File: src/rtl/adc_spi_dual.sv
// SPI master for two ADCs that share CS_n/SCLK/MOSI. Each transfer sends one
// command word, captures one word from each MISO line, and hands both downstream.
module adc_spi_dual #(
    parameter int DIV    = 4,
    parameter int CS_GAP = 8
) (
    input  logic        clk,
    input  logic        rst,
    input  logic        start,
    input  logic [15:0] cmd,
    output logic        busy,
    output logic        cs_n,
    output logic        sclk,
    output logic        mosi,
    input  logic        miso_a,
    input  logic        miso_b,
    output logic [15:0] rxda,
    output logic [15:0] rxdb,
    output logic        fs,
    input  logic        fd
);

    typedef enum logic [5:0] {
        IDLE  = 6'b000001,
        SLOW  = 6'b000010,
        SHIGH = 6'b000100,
        TAIL  = 6'b001000,
        HAND  = 6'b010000,
        GAP   = 6'b100000
    } state_t;

    localparam logic [7:0] DIV_LAST = 8'(DIV - 1);
    localparam logic [7:0] GAP_MAX  = 8'(CS_GAP);
    localparam logic [7:0] GAP_LAST = 8'(CS_GAP - 1);

    state_t      state_q;
    logic [7:0]  divCnt_q;
    logic [3:0]  bitCnt_q;
    logic [7:0]  gapCnt_q;
    logic [15:0] txSr_q;
    logic [15:0] sra_q;
    logic [15:0] srb_q;
    logic        busy_q;
    logic        csN_q;
    logic        sclk_q;
    logic        mosi_q;
    logic        fs_q;
    logic [15:0] rxda_q;
    logic [15:0] rxdb_q;

    logic phaseEnd;
    assign phaseEnd = (divCnt_q == DIV_LAST);

    // Every phase (low, high, tail) lasts DIV clocks; mosi always shows txSr_q[15].
    always_ff @(posedge clk or posedge rst) begin
        if (rst) begin
            state_q  <= IDLE;
            divCnt_q <= 8'd0;
            bitCnt_q <= 4'd15;
            gapCnt_q <= 8'd0;
            txSr_q   <= 16'd0;
            sra_q    <= 16'd0;
            srb_q    <= 16'd0;
            busy_q   <= 1'b0;
            csN_q    <= 1'b1;
            sclk_q   <= 1'b0;
            mosi_q   <= 1'b0;
            fs_q     <= 1'b0;
            rxda_q   <= 16'd0;
            rxdb_q   <= 16'd0;
        end else begin
            case (state_q)
                IDLE: begin
                    if (start) begin
                        state_q  <= SLOW;
                        txSr_q   <= cmd;
                        bitCnt_q <= 4'd15;
                        divCnt_q <= 8'd0;
                        csN_q    <= 1'b0;
                        sclk_q   <= 1'b0;
                        mosi_q   <= cmd[15];
                        busy_q   <= 1'b1;
                    end
                end
                SLOW: begin
                    if (phaseEnd) begin
                        divCnt_q <= 8'd0;
                        sclk_q   <= 1'b1;
                        state_q  <= SHIGH;
                    end else begin
                        divCnt_q <= divCnt_q + 8'd1;
                    end
                end
                SHIGH: begin
                    if (phaseEnd) begin
                        divCnt_q <= 8'd0;
                        sclk_q   <= 1'b0;
                        sra_q    <= {sra_q[14:0], miso_a};
                        srb_q    <= {srb_q[14:0], miso_b};
                        if (bitCnt_q != 4'd0) begin
                            bitCnt_q <= bitCnt_q - 4'd1;
                            txSr_q   <= {txSr_q[14:0], 1'b0};
                            mosi_q   <= txSr_q[14];
                            state_q  <= SLOW;
                        end else begin
                            state_q  <= TAIL;
                        end
                    end else begin
                        divCnt_q <= divCnt_q + 8'd1;
                    end
                end
                TAIL: begin
                    if (phaseEnd) begin
                        divCnt_q <= 8'd0;
                        csN_q    <= 1'b1;
                        mosi_q   <= 1'b0;
                        rxda_q   <= sra_q;
                        rxdb_q   <= srb_q;
                        fs_q     <= 1'b1;
                        state_q  <= HAND;
                    end else begin
                        divCnt_q <= divCnt_q + 8'd1;
                    end
                end
                HAND: begin
                    if (fd) begin
                        fs_q     <= 1'b0;
                        gapCnt_q <= 8'd0;
                        state_q  <= GAP;
                    end
                end
                GAP: begin
                    // gapCnt_q counts completed GAP cycles, so GAP_LAST here means CS_GAP have elapsed at this edge
                    if (gapCnt_q != GAP_MAX) begin
                        gapCnt_q <= gapCnt_q + 8'd1;
                    end
                    if (!fd && gapCnt_q >= GAP_LAST) begin
                        state_q  <= IDLE;
                        busy_q   <= 1'b0;
                        bitCnt_q <= 4'd15;
                    end
                end
                default: begin
                    state_q <= IDLE;
                end
            endcase
        end
    end

    assign busy = busy_q;
    assign cs_n = csN_q;
    assign sclk = sclk_q;
    assign mosi = mosi_q;
    assign fs   = fs_q;
    assign rxda = rxda_q;
    assign rxdb = rxdb_q;

endmodule
File: config.mk
export PLATFORM = sky130hd
export DESIGN_NAME = adc_spi_dual
export DESIGN_NICKNAME = d
export VERILOG_FILES = /design/src/rtl/adc_spi_dual.sv
export SDC_FILE = /design/constraint.sdc
export NUM_CORES = 1
export LEC_CHECK = 0
export ABC_AREA = 0
export BUFFER_PORTS_ARGS = -buffer_cell sky130_fd_sc_hd__buf_2
export CAP_MARGIN = 25
export CORE_MARGIN = 8
export CORE_UTILIZATION = 45
export DETAILED_ROUTE_END_ITERATION = 16
export GPL_TIMING_DRIVEN = 0
export SLEW_MARGIN = 30
export SYNTH_ARGS = -nofsm -noshare
export SYNTH_HDL_FRONTEND = slang
export SYNTH_SLANG_ARGS = --single-unit
File: constraint.sdc
create_clock -name clk -period 4 [get_ports clk]
set_input_delay 0.6 -clock clk [delete_from_list [all_inputs] [get_ports clk]]
set_output_delay 0.6 -clock clk [all_outputs]
set_load 0.05 [all_outputs]
# After elaboration in Yosys (flattened, before gate mapping)
# Index checks and enable logic that the tools add are counted.
# totals
input_bits	22
ff_bits	110
# op_classes
muxes	37
eq_ne	16
addsub	3
n_reduce_logical	25
magnitude_cmp	1
# op_table
op	n
$mux W15	3
$mux W6	6
$pmux W6 S6	1
$mux W8	4
$pmux W8 S2	2
$pmux W15 S2	1
$mux W4	5
$add A8 B1 Y8 const B	2
$ne A2 B2 Y1 const B	8
$pmux W4 S3	1
$reduce_and A3 Y1	4
$reduce_bool A2 Y1	6
$reduce_and A5 Y1	2
$mux W1	9
$reduce_bool A3 Y1	3
$eq A8 B2 Y1 const B	1
$ge A8 B3 Y1 const B	1
$ne A8 B4 Y1 const B	1
$reduce_and A4 Y1	2
$eq A6 B1 Y1 const B	1
$eq A6 B2 Y1 const B	1
$eq A6 B3 Y1 const B	1
$eq A6 B4 Y1 const B	1
$eq A6 B5 Y1 const B	1
other kinds (10)	15

# Depth between registers and ports, before layout
# Gate-level depths: netlist (run 1).
# depth
depth_word	4
depth_mapped	8
depth_no_buf	7

# Worst setup path before layout (run 1)
# OpenSTA, ideal clock, no wires.
# synth_timing
path_kind	reg-to-reg
start	register divCnt_q[4]
end	register bitCnt_q[0]
period_less_slack_ns	2.178
stages_incl_launch_ff	6
arrival_ns	2.096
n_path_buf	0
t_required_ns	3.918
setup_slack_ns	1.822
cell_sequence	dfrtp_1 > or4_4 > nor4b_2 > o21ai_0 > a211oi_2 > mux2_2
# synth_via
elab_chain_cells	3
# synth_lines
element	line_no	rtl
start: declaration	37	logic [7:0] divCnt_q;
start signal: assignment	91	divCnt_q <= divCnt_q + 8'd1;
start signal: assignment	109	divCnt_q <= divCnt_q + 8'd1;
start signal: assignment	122	divCnt_q <= divCnt_q + 8'd1;
$eq A8 B2 Y1	52	assign phaseEnd = (divCnt_q == DIV_LAST);
$ne A2 B2 Y1 (no line)	--	
$reduce_and A5 Y1 (no line)	--	
end signal: assignment	101	bitCnt_q <= bitCnt_q - 4'd1;
end: declaration	38	logic [3:0] bitCnt_q;
# Every way passes these cells.
# A chain may end at the register's enable or synchronous reset.

# Final worst setup path (run 1)
# layout_timing
start	register state_q[4]
end	register rxda_q[5] (netlist: rxda[5])
# layout_via
elab_chain_cells	2
# layout_lines
element	line_no	rtl
start: declaration	36	state_t state_q;
start signal: assignment	57	state_q <= IDLE;
start signal: assignment	75	state_q <= SLOW;
start signal: assignment	89	state_q <= SHIGH;
$eq A6 B4 Y1	72	case (state_q)
$reduce_and A2 Y1 (no line)	--	
end signal: assignment	117	rxda_q <= sra_q;
end: declaration	48	logic [15:0] rxda_q;
# Every way passes these cells.

==> impl_metrics.yaml, run 1 <==
status:
  outcome: "complete, no violations"
floorplan:
  pin_count: 59
  initial_utilization_pct: 46.44
  dieWidth_um: 119.2
  core_area_um2: 10320
  die_height_um: 119.2
  placementRows: 37
  die_area_um2: 14210
clock_network:
  numCtsBuffers: 9
  htreeDepth: 3
  cts-resized-gates: 0
  root_buffer: "clkbuf_8"
  clk_pin_slew_worst_paths_ns: 0.11
  cts_setup_buffers: 0
  clk_latency_ns: 0.38
  numClockSinks: 110
  cts_tree: "built"
  clk_path_buf_depth: 2
  cts_hold_buf: 0
synthesis:
  synthesis.instances: 404
  synth_enable_flop_cells: 0
  ys_ff_latch: 110
  synth_nets: 431
  synth_area_um2: 4795
  ys_async_sr_fraction_pct: 100.0
  synth.distinct_cells: 48
  synth-main-ff-cell: "dfrtp_1"
  ys_seq_area_share_pct: 57.57
  synth_warnings: 0
  avgSynthCellArea_um2: 11.87
finish:
  antenna_cells: 0
  layout-drive-gt1-share_pct: 34.03
  layout.nets: 501
  synthToLayoutAreaGrowth_pct: 15.01
  final_core_util_pct: 53.41
  fill_cells: 914
  final_cells: 615
worst_setup_path:
  crit_buf_inv: 3
  endpoint_kind: "flip-flop"
  cp_max_fo: 10
  start_kind: "flip-flop"
  worstPathRequired_ns: 4.27
  cp_common_cell: "clkbuf_1"
  worstPathArrival_ns: 2.70
  crit_family: "buffers and inverters"
  path_class: "flip-flop to flip-flop"
  slowest_delay_ns: 0.45
  slowest_stage: "clkbuf_1"
  path_cells: "clkbuf_1 -> or2_2 -> nand4bb_1 -> nand2b_1 -> clkbuf_1 -> buf_2 -> mux2_2"
timing:
  setup_ws_ns: 1.568
  max-slew-margin-rel_pct: 50.47
  min_period_over_period_pct: 60.80
  setup_violations: 0
  finalMaxSlewViolations: 0
  worstMarginPinSlew_ns: 0.7422
  finClkSkew_ns: 0.01173
  min_period_ns: 2.432
  finalSetupTns_ns: 0
  grt_setup_unrepaired: "no"
  fmax_ghz: 0.4112
  hold_violations: 0
placed_design:
  gp_congestion: 0.8017
  pre_cts_ws_ns: 1.522
  port-buffer-count: 58
  dp.cells: 599
  post-dp-hpwl_um: 6531
route:
  drt-pass1-iter-count: 4
  drt-met1-wl_um: 4313
  vias: 3208
  drt_iter0_drc: 180
  wl_per_cell_um: 15.04
  drc: 0
  ant_nets: 0
  routed_wl_um: 9250
  route.met2.wl_um: 4319
  viasPerCell: 5.216
  routed.top_layer: "met4"
  wl_met3_um: 515
flow_run:
  cap_violations: 0
global_routing:
  track_usage_pct: 13.92
  grt_max_degree: 80
  antenna_found_initial: 0
  grt_pass1_wl_um: 16360
  grt_pass1_vias: 3359
  overflow: 0
min_path:
  hold_class: "primary input to asynchronous set/reset pin"
power_and_ir_drop:
  p_leak_nw: 2.790
  power.density_nw_per_um2: 514.3
  peakVddDrop_uv: 330.4
cell families (layout without fill, tap and decap cells):
| kind of cell | count (synthesis) | after routing | share of synthesized area (%) |
|---|---|---|---|
| compound gates | 61 | 61 | 8.247 |
| xor+xnor | 12 | 12 | 2.192 |
| fa+ha+maj | 5 | 5 | 1.305 |
| buf+inv | 36 | 111 | 2.975 |
| flops | 110 | 110 | 57.57 |
| mux | 68 | 68 | 15.94 |
| simple gates | 112 | 112 | 11.77 |
sequential cells by signal, summed over array words and instances, names as in the netlist:
| signal | cells |
|---|---|
| txSr_q | 15 |
| gapCnt_q | 8 |
| bitCnt_q | 4 |
| srb_q | 16 |
| sclk | 1 |
| busy | 1 |
| rxdb | 16 |
| cs_n | 1 |
| state_q | 6 |
| fs | 1 |
| rxda | 16 |
| sra_q | 16 |
| divCnt_q | 8 |
| mosi | 1 |
where the power goes:
group	total (mW)	switching, mW	internal [mW]
sequential	1.37	0.0944	1.27
clock	0.731	0.407	0.324
combinational	0.737	0.451	0.286
total	2.84	0.952	1.88
per-layer routing:
layer	vias up	global-route usage, %
met2	44	21.85
li1	1555	-
met5	-	0
met4	0	3.162
met3	8	5.999
met1	1601	17.43
cell type report:
class / instances / area [µm²] / share of cell area (%)
buffer: 21 / 86.33 / 1.566
clock buffer: 10 / 137.6 / 2.496
multi-input combinational: 258 / 1892 / 34.31
tap: 136 / 170.2 / 3.086
timing repair buffer: 59 / 317.8 / 5.764
sequential: 110 / 2760 / 50.06
clock inverter: 6 / 86.33 / 1.566
inverter: 15 / 63.81 / 1.157
worst paths after layout:
check,start,to,slack [ns],cells past startpoint
worst min register to register,cs_n$_DFFE_PP1P_,cs_n$_DFFE_PP1P_,0.47,2
worst max register to register,state_q[4]$_DFFE_PP0P_,rxda[5]$_DFFE_PP0P_,1.57,7
min in group clk,miso_b,srb_q[0]$_DFFE_PP0P_,0.45,2
max in group asynchronous,rst,state_q[0]$_DFFE_PP1P_,3.16,3
worst max-delay path,state_q[4]$_DFFE_PP0P_,rxda[5]$_DFFE_PP0P_,1.57,7
worst min-delay path,rst,rxda[2]$_DFFE_PP0P_,0.16,2
synth_stat cells (all sizes together) (4+ instances only):
master / number / area share (%)
a211oi: 6 / 1.0
or3: 4 / 0.52
nand3: 10 / 1.0
nor2: 26 / 2.0
mux2: 67 / 16
a21oi: 5 / 0.52
nand3b: 4 / 0.63
and3: 5 / 0.65
dfstp: 6 / 3.3
a21o: 4 / 0.63
clkbuf: 12 / 0.94
dfrtp: 104 / 54
nand2: 40 / 3.1
buf: 9 / 0.86
o21ai: 17 / 1.8
o22ai: 6 / 0.78
inv: 15 / 1.2
nand4: 4 / 0.52
xnor2: 10 / 1.8
a31oi: 14 / 1.8
ha: 5 / 1.3
worst register-to-register path, stage by stage, from the launching register on:
cell and delay (ns):
dfrtp_1 0.34, clkbuf_1 0.27, or2_2 0.18, nand4bb_1 0.21, nand2b_1 0.13, clkbuf_1 0.45, buf_2 0.38, mux2_2 0.37
through the flow:
step / hold WS [ns] / total power, mW / cell area [µm²]
after CTS: 0.1523 / 2.883 / 5514
after global placement: 0.4632 / 2.106 / 5255
final: 0.1645 / 2.836 / 5514
after detailed placement: 0.4631 / 2.137 / 5290
after global routing: 0.1437 / 3.038 / 5514
after floorplan: 0.4706 / 1.954 / 4795
placed cells by master, fill, tap and decap left out, types with 12 or more instances in the layout:
cell type  Yosys  layout
clkbuf_1      12      12
o21ai_0       16      16
mux2_2        67      67
a31oi_1       14      14
inv_1         15      14
nand2_1       40      40
nor2_1        26      26
buf_2          6      64
dfrtp_1      104     104
No activity file was read; power rests on OpenSTA's default activity.
==> run 2: changes to the inputs <==
--- a/config.mk
+++ b/config.mk
@@ -5,13 +5,14 @@
 export SDC_FILE = /design/constraint.sdc
 export NUM_CORES = 1
 export LEC_CHECK = 0
-export ABC_AREA = 0
+export ABC_AREA = 1
 export BUFFER_PORTS_ARGS = -buffer_cell sky130_fd_sc_hd__buf_2
 export CAP_MARGIN = 25
 export CORE_MARGIN = 8
 export CORE_UTILIZATION = 45
 export DETAILED_ROUTE_END_ITERATION = 16
 export GPL_TIMING_DRIVEN = 0
+export PLACE_DENSITY = 0.66
 export SLEW_MARGIN = 30
 export SYNTH_ARGS = -nofsm -noshare
 export SYNTH_HDL_FRONTEND = slang
==> constraint.sdc (replaced) <==
create_clock -name clk -period 2 [get_ports clk]
set_input_delay 0.3 -clock clk [delete_from_list [all_inputs] [get_ports clk]]
set_output_delay 0.3 -clock clk [all_outputs]
set_load 0.05 [all_outputs]
==> run 2 against run 1 <==
Clock power is 140% higher. Die area grew 7.3%. First-iteration DRC count rose by 13%. Clock-buffer cell count stayed put. Non-clock buffer count is 4 higher. Hold slack better by 0.046 ns. Via count up 28%. Highest routed layer unchanged.
==> impl_metrics.yaml, run 2 <==
power_and_ir_drop:
  p_comb_share_pct: 29.5
  switchingPower_mw: 2.391
  p_leak_nw: 3.050
  power.density_nw_per_um2: 1086
  pwr-share-clk_pct: 26.7
  peakVddDrop_uv: 652.4
  seqPwrFrac_pct: 43.9
  sw_frac_of_total_pct: 36.32
  internal_power_mw: 4.192
timing:
  worstMarginPinSlew_ns: 0.4174
  grt_setup_unrepaired: "no"
  finalSetupTns_ns: 0
  finClkSkew_ns: 0.006587
  holdWs_ns: 0.2108
  setup_violations: 0
  min_period_ns: 1.794
  finalMaxSlewViolations: 0
  max-slew-margin-rel_pct: 72.17
  min_period_over_period_pct: 89.70
  fmax_ghz: 0.5574
  hold_violations: 0
synthesis:
  ys_seq_area_share_pct: 53.08
  synthesis.instances: 609
  yosys.area.top_type: "dfrtp_1"
  synthDominantCellAreaShare_pct: 50.05
  synth_area_leaders: "dfrtp_1 (50%), nand2_1 (16%), o21ai_0 (5.1%), inv_1 (4.0%), nand3_1 (3.7%)"
  synthTopCellsByCount: "nand2_1 (221), dfrtp_1 (104), inv_1 (56)"
  avgSynthCellArea_um2: 8.539
  synth_enable_flop_cells: 0
  synth.most_common_cell: "nand2_1"
  synth_warnings: 0
  synth_area_um2: 5200
  synth_nets: 636
  ys_async_sr_fraction_pct: 100.0
  synth-main-ff-cell: "dfrtp_1"
  ys_ff_latch: 110
  synth.distinct_cells: 31
finish:
  seqCellArea_um2: 2760
  antenna_cells: 0
  layout-drive-gt1-share_pct: 21.08
  fill_cells: 1091
  multi_input_area_um2: 2064
  synthToLayoutAreaGrowth_pct: 16.53
  most-common-layout-cells: "nand2_1 (221), dfrtp_1 (104), buf_2 (61)"
  layout.nets: 710
  final_common_cell: "nand2_1"
status:
  outcome: "complete, no violations"
clock_network:
  cts-resized-gates: 0
  root_buffer: "clkbuf_16"
  htreeDepth: 3
  clk_path_buf_depth: 2
  clk_latency_ns: 0.35
  cts_setup_buffers: 0
  numCtsBuffers: 9
  cts_tree: "built"
  clk_pin_slew_worst_paths_ns: 0.08
  numClockSinks: 110
worst_setup_path:
  path_cells: "ha_1 -> nand3_1 -> nor2_4 -> nand2_2 -> clkbuf_1 -> nand2_1 -> o21ai_0"
  cp_max_fo: 10
  worstPathRequired_ns: 2.22
  path_class: "flip-flop to flip-flop"
  slowest_delay_ns: 0.40
  endpoint_kind: "flip-flop"
  worstPathArrival_ns: 2.02
  start_kind: "flip-flop"
  slowest_stage: "dfrtp_1"
route:
  vias: 4116
  ant_nets: 0
  routed_wl_um: 11030
  wl_per_cell_um: 13.28
  drt-pass1-iter-count: 6
  viasPerCell: 4.953
  drt_iter0_drc: 204
  drc: 0
global_routing:
  overflow: 0
  antenna_found_initial: 0
  grt_max_degree: 31
  track_usage_pct: 15.61
  grt_pass1_wl_um: 19160
  grt_pass1_vias: 4156
flow_run:
  cap_violations: 0
placed_design:
  gp_congestion: 0.8057
  post-dp-hpwl_um: 8097
  port-buffer-count: 58
min_path:
  hold_class: "primary input to flip-flop"
floorplan:
  die_height_um: 123.5
  pin_count: 59
  core_area_um2: 11370
  placementRows: 39
  initial_utilization_pct: 45.74
  die_area_um2: 15250
  dieWidth_um: 123.5
[run 2: cell count changes after synthesis, sizes merged, moves of 7 or more]
cell / change
o21ai: +61
mux2: -67
nand3: +31
nor2: +16
a31oi: -14
inv: +43
nand2: +187
xnor2: -7
[run 2: final cells by class]
class                   count  share of cell area (%)
repair buffers             63                   6.401
well taps                 143                   2.953
plain buffers              21                   2.602
multi-input cells         420                   34.07
flip-flops and latches    110                   45.55
clock inverters             6                  0.8259
inverters                  58                   3.655
clock buffers              10                   3.944
[run 2: through the flow]
step / total power, mW / setup slack, ns / utilization [%] / cell area, µm² / cells
after floorplan: 4.420 / 0.3754 / - / 5204 / 609
after global placement: 4.785 / -0.3762 / 49.90 / 5673 / 810
after detailed placement: 4.880 / 0.2028 / 50.67 / 5761 / 814
after CTS: 6.657 / 0.1764 / 53.30 / 6060 / 831
after global routing: 7.034 / 0.007872 / 53.30 / 6060 / 831
final: 6.583 / 0.2060 / 53.30 / 6060 / 831
[run 2: timing repair]
item,CTS,global route
hold endpoints to repair,11,0
hold buffers,1,0
endpoints found under the setup margin,0,0
[run 2: critical path: cells and delay by family, from the launching register on]
| family | cells | cell delay, ns |
|---|---|---|
| compound gates | 1 | 0.09 |
| fa+ha+maj | 1 | 0.25 |
| buf+inv | 1 | 0.26 |
| flops | 1 | 0.40 |
| simple gates | 4 | 0.67 |
[run 2: cell families (layout without fill, tap and decap cells)]
logic type | Yosys count | count (layout) | share of synthesized area, %
xor+xnor | 9 | 9 | 1.516
compound gates | 86 | 86 | 10.11
flops | 110 | 110 | 53.08
fa+ha+maj | 5 | 5 | 1.203
buf+inv | 79 | 158 | 7.218
simple gates | 320 | 320 | 26.88
[run 2: path summary, 6_finish.rpt]
check / cells past startpoint / startpoint / end / slack [ns]
min in group asynchronous: 3 / rst / rxda[13]$_DFFE_PP0P_ / 0.47
worst min register to register: 2 / bitCnt_q[1]$_DFFE_PP1P_ / bitCnt_q[1]$_DFFE_PP1P_ / 0.46
worst min-delay path: 3 / miso_a / sra_q[0]$_DFFE_PP0P_ / 0.21
max in group asynchronous: 6 / rst / rxdb[3]$_DFFE_PP0P_ / 0.68
worst max-delay path: 7 / divCnt_q[0]$_DFFE_PP0P_ / sra_q[1]$_DFFE_PP0P_ / 0.21
worst max register to register: 7 / divCnt_q[0]$_DFFE_PP0P_ / sra_q[1]$_DFFE_PP0P_ / 0.21
[run 2: routing by layer]
metal  routed length, µm  share of wire, %  GRT usage, %
met1                5040                46         19.10
met2                5335                48         26.06
met3                 464               4.2         3.516
met4                 192               1.7         6.622
met5                   0                 0             0
[run 2: power groups by stage]
stage               clock [mW]  combinational (mW)  sequential (mW)
floorplan                    0                1.46             2.96
global placement             0                1.88             2.91
detailed placement           0                1.95             2.93
CTS                       1.80                1.97             2.89
global route              1.89                2.21             2.94
finish                    1.76                1.94             2.89
